$ cat src/rtl/cpu_types_pkg.sv
// rtl/cpu_types_pkg.sv - shared CPU memory types and arbiter state encoding
package cpu_types_pkg;

  typedef logic [31:0] word_t;

  typedef enum logic [1:0] {
    FREE   = 2'd0,
    BUSY   = 2'd1,
    ACCESS = 2'd2,
    ERROR  = 2'd3
  } ramstate_t;

  typedef enum logic [1:0] {
    IDLE    = 2'd0,
    SERVE_I = 2'd1,
    SERVE_D = 2'd2
  } arb_state_t;

  // Data side always wins; fetch may starve while MEM keeps requesting.
  function automatic arb_state_t arbitrate(input logic dreq, input logic ireq);
    if (dreq)
      return SERVE_D;
    else if (ireq)
      return SERVE_I;
    return IDLE;
  endfunction

endpackage

$ cat src/rtl/arb_watchdog.sv
// rtl/arb_watchdog.sv - per-grant cycle counter that flags RAM accesses that never complete
module arb_watchdog #(
  parameter int TIMEOUT = 255
) (
  input  logic CLK,
  input  logic RST,
  input  logic clear,
  input  logic count_en,
  output logic expired
);

  localparam int CW = (TIMEOUT > 2) ? $clog2(TIMEOUT) : 1;

  logic [CW-1:0] count;

  assign expired = count_en && (count == CW'(TIMEOUT - 1));

  always_ff @(posedge CLK or posedge RST) begin
    if (RST)
      count <= '0;
    else if (clear)
      count <= '0;
    else if (count_en && !expired)
      count <= count + CW'(1);
  end

endmodule

$ cat src/rtl/mem_arbiter.sv
// rtl/mem_arbiter.sv - grants the unified RAM port to fetch or data, locked until completion
module mem_arbiter
  import cpu_types_pkg::*;
#(
  parameter int TIMEOUT = 255
) (
  input  logic        CLK,
  input  logic        RST,
  input  logic        iREN,
  input  logic [31:0] iaddr,
  output logic        iwait,
  output logic [31:0] iload,
  input  logic        dREN,
  input  logic        dWEN,
  input  logic [31:0] daddr,
  input  logic [31:0] dstore,
  output logic        dwait,
  output logic [31:0] dload,
  output logic        ramREN,
  output logic        ramWEN,
  output logic [31:0] ramaddr,
  output logic [31:0] ramstore,
  input  logic [31:0] ramload,
  input  logic [1:0]  ramstate,
  output logic        timeout,
  output logic        ramerr
);

  arb_state_t state;
  ramstate_t  rs;
  logic       dreq, ireq, serving, access, err, withdraw;
  logic       wd_clear, wd_count, wd_expired;

  assign rs       = ramstate_t'(ramstate);
  assign dreq     = dREN | dWEN;
  assign ireq     = iREN;
  assign serving  = (state != IDLE);
  assign access   = (rs == ACCESS);
  assign err      = (rs == ERROR);
  assign withdraw = ((state == SERVE_D) && !dreq) || ((state == SERVE_I) && !ireq);

  // Counter restarts whenever the current grant ends, so each new grant starts from zero.
  assign wd_clear = !serving || access || err || withdraw;
  assign wd_count = serving && !access;

  arb_watchdog #(.TIMEOUT(TIMEOUT)) u_watchdog (
    .CLK      (CLK),
    .RST      (RST),
    .clear    (wd_clear),
    .count_en (wd_count),
    .expired  (wd_expired)
  );

  always_ff @(posedge CLK or posedge RST) begin
    if (RST) begin
      state   <= IDLE;
      timeout <= 1'b0;
      ramerr  <= 1'b0;
    end else begin
      case (state)
        IDLE: state <= arbitrate(dreq, ireq);
        default: begin
          if (err) begin
            ramerr <= 1'b1;
            state  <= IDLE;
          end else if (access) begin
            state <= arbitrate(dreq, ireq);
          end else if (withdraw) begin
            state <= IDLE;
          end else if (wd_expired) begin
            timeout <= 1'b1;
            state   <= IDLE;
          end
        end
      endcase
    end
  end

  always_comb begin
    ramREN   = 1'b0;
    ramWEN   = 1'b0;
    ramaddr  = '0;
    ramstore = '0;
    iwait    = 1'b1;
    dwait    = 1'b1;
    iload    = '0;
    dload    = '0;
    case (state)
      SERVE_D: begin
        ramaddr  = daddr;
        ramstore = dstore;
        ramWEN   = dWEN;
        ramREN   = dREN & ~dWEN;
        if (access) begin
          dwait = 1'b0;
          dload = ramload;
        end
      end
      SERVE_I: begin
        ramaddr = iaddr;
        ramREN  = iREN;
        if (access) begin
          iwait = 1'b0;
          iload = ramload;
        end
      end
      default: ;
    endcase
  end

endmodule

$ cat config.mk
export PLATFORM = sky130hd
export DESIGN_NAME = mem_arbiter
export DESIGN_NICKNAME = d
export VERILOG_FILES = /design/src/rtl/cpu_types_pkg.sv /design/src/rtl/arb_watchdog.sv /design/src/rtl/mem_arbiter.sv
export SDC_FILE = /design/constraint.sdc
export NUM_CORES = 1
export LEC_CHECK = 0
export ABC_CLOCK_PERIOD_IN_PS = 2900
export CORE_MARGIN = 10
export CORE_UTILIZATION = 26
export DETAILED_ROUTE_END_ITERATION = 7
export PLACE_DENSITY = 0.87
export SETUP_SLACK_MARGIN = 0.5
export SLEW_MARGIN = 40
export SYNTH_ARGS = -nofsm -noshare
export SYNTH_HDL_FRONTEND = slang
export SYNTH_SLANG_ARGS = --single-unit
export TNS_END_PERCENT = 5
$ cat constraint.sdc
create_clock -name CLK -period 2.9 [get_ports CLK]
set_clock_uncertainty 0.2 [all_clocks]
set_input_delay 0.435 -clock CLK [delete_from_list [all_inputs] [get_ports CLK]]
set_output_delay 0.435 -clock CLK [all_outputs]
set_load 0.01 [all_outputs]
==> run metrics <==
status completed; row count 31; EDFF count, synth 0; initial DRC count 254; placed inst area 4707 um^2; Area Growth Syn to Fin 157.7%; Max transition margin 60.01%; crit path launch ramstate[1]; Synth area leaders and3_1 22%, dfrtp_1 16%, a22oi_1 13%, and2_1 12%, nor2b_1 12%; DRC viols 0; commonest cells after routing, fill and taps aside 193 x clkdlybuf4s50_1, 67 x and3_1, 67 x dlygate4sd2_1, 36 x and2_1, 35 x nor2b_1; Mapped Area 1889 um^2; CORE AREA 7176 um^2; dpl hpwl 11650 um; final worst slack 0.2498 ns; dpl ws 0.1420 ns; min Tclk post-route 2.650 ns; Switching Fraction 38.43%; CTS tree done; Slew @ Worst Pin 0.5987 ns; number of fill cells 616; drt first pass iters 5; Gate power share 78.1%; Starting Density 26.33%; Synth Instances 270; Die X 105.2 um; Setup crit start kind input port; initial antenna violation count 0; Arr. time, crit path 2.02 ns; Highest Clock Rate 377.3 MHz; Synth cell types 33; setup TNS 0 ns; switching pwr 0.6530 mW; worst endpoint required time 2.27 ns; Vias/cell 4.983; share of layout cells above drive strength 1 5.085%; syn_nets 410; global-route wire length before repair 19960 um; Post-Place Cells 617; ys async rst share 100.0%; hold slack 0.2719 ns; commonest non-fill, non-tap cell in the layout clkdlybuf4s50_1; post-synthesis sequential area ratio 15.89%; clk slew on worst S/H paths 0.05 ns; CP Cell Sequence clkdlybuf4s50_1, nor2b_4, buf_4, buf_16, nand2_1, clkdlybuf4s50_1; GR Overflow Total 0; Internal 1.046 mW; worst-skew pair later-pin latency 0.24 ns; number of inserted diodes 0; critical path peak fanout 34; Synth Register Bits 12; share of the synthesized area in the top cell type 22.19%; Final period util 91.39%; endpoints failing setup 0; syn avg cell area 6.997 um^2; CP max stage delay 0.53 ns; drt total wl 14110 um; Die H 105.2 um; Via Count 3139; DIE AREA 11080 um^2; Pins Over Slew Limit 0; cell area power density 348.9 nW/um^2; WL per Instance 22.40 um; number of buffers created by CTS 3; Worst Setup End Kind output pin; cell at the root of the clock tree clkbuf_8; Antenna Violating Nets Remaining 0; final total power 1.699 mW; CTS Sinks 12; Hold Path Class register to register; H-tree Lvls 1; worst vdd ir 0.3532 mV; Final Cell Area 4870 um^2; clk buf depth 2; gpl congestion 0.9894; final cell count without fillers 630; clock power share 10.8%; RR Startpoint state[0]; unrepaired setup endpoints after global routing yes; Leak 2.464 nW; Synth Flop Type dfrtp_1; count of buffers from port buffering 268; sequential power share 11.1%; Crit Path Category input port to output pin; fin util 67.86%; crit-path most repeated cell clkdlybuf4s50_1; hold wc startpoint timeout; vias in the first global route 2921; MaxCap Viol Count 0; Total Nets Final 672; gr usage total 22.90%; Ys Warns 0; Fin. Hold Viols 0; Yosys top cell by area and3_1; CP max stage cell clkdlybuf4s50_1; largest net degree at the start of global routing 50; Top Ports 269
final timing paths:
path / to / slack, ns / cells after the start
setup / recovery: iwait / 0.25 / 6
hold / removal: timeout / 0.27 / 1
setup reg to reg: u_watchdog.count[4] / 0.52 / 7
hold reg to reg: timeout / 0.27 / 1
max in group asynchronous: u_watchdog.count[6] / 1.88 / 2
min in group asynchronous: state[0] / 0.30 / 2
cell families (layout without fill, tap and decap cells):
logic type	after synthesis	in the layout	synth area share [%]
simple gates	168	168	53.77
compound gates	52	52	20.40
flops	12	12	15.89
buf+inv	33	294	6.623
fa+ha+maj	5	5	3.311
state kept, by name, summed over array words and instances, names as in the netlist:
signal	count
u_watchdog.count	8
state	2
ramerr	1
timeout	1
routing by layer:
| metal | up-vias | GRT usage, % | routed length (um) |
|---|---|---|---|
| li1 | 1493 | - | - |
| met1 | 1482 | 24.71 | 4977 |
| met2 | 150 | 44.00 | 7761 |
| met3 | 14 | 6.577 | 1206 |
| met4 | 0 | 2.647 | 166 |
| met5 | - | 0 | 0 |
repair_timing:
item                       in CTS  in global routing
hold buffers                    0                  0
setup endpoints to repair     132                133
gates resized for setup        78                  9
cloned                          2                  1
buffers inserted                4                  2
pin swaps                       1                  0
synth_stat cells (all sizes together) (2+ instances only):
| cell | count |
|---|---|
| ha | 5 |
| a22oi | 32 |
| buf | 4 |
| a31oi | 3 |
| nand4 | 2 |
| inv | 5 |
| o21bai | 2 |
| nor2b | 36 |
| nand2 | 12 |
| o21ai | 4 |
| and2 | 36 |
| nor2 | 4 |
| clkbuf | 24 |
| a21oi | 3 |
| nor3 | 3 |
| and3 | 67 |
| dfrtp | 12 |
| nand2b | 2 |
worst max-delay path, delay by kind of cell:
kind | cells | cell delay [ns]
buffers and inverters | 4 | 1.32
and+or+nand+nor | 2 | 0.25
power groups by stage:
stage	Sequential (mW)	Clock, mW	Combinational [mW]
3_3_place_gp	0.188	0	1.27
3_5_place_dp	0.189	0	1.30
2_1_floorplan	0.187	0	0.539
6_report	0.188	0.184	1.33
4_1_cts	0.188	0.187	1.31
5_1_grt	0.190	0.197	1.41
layout make-up:
cell class / count / area [um^2] / share of cell area, %
well taps: 99 / 123.9 / 2.544
multi-input cells: 225 / 1496 / 30.73
flip-flops and latches: 12 / 300.3 / 6.166
clock buffers: 4 / 55.05 / 1.131
inverters: 5 / 18.77 / 0.3854
repair buffers: 285 / 2875 / 59.04
Power figures use the tool's default switching activity.
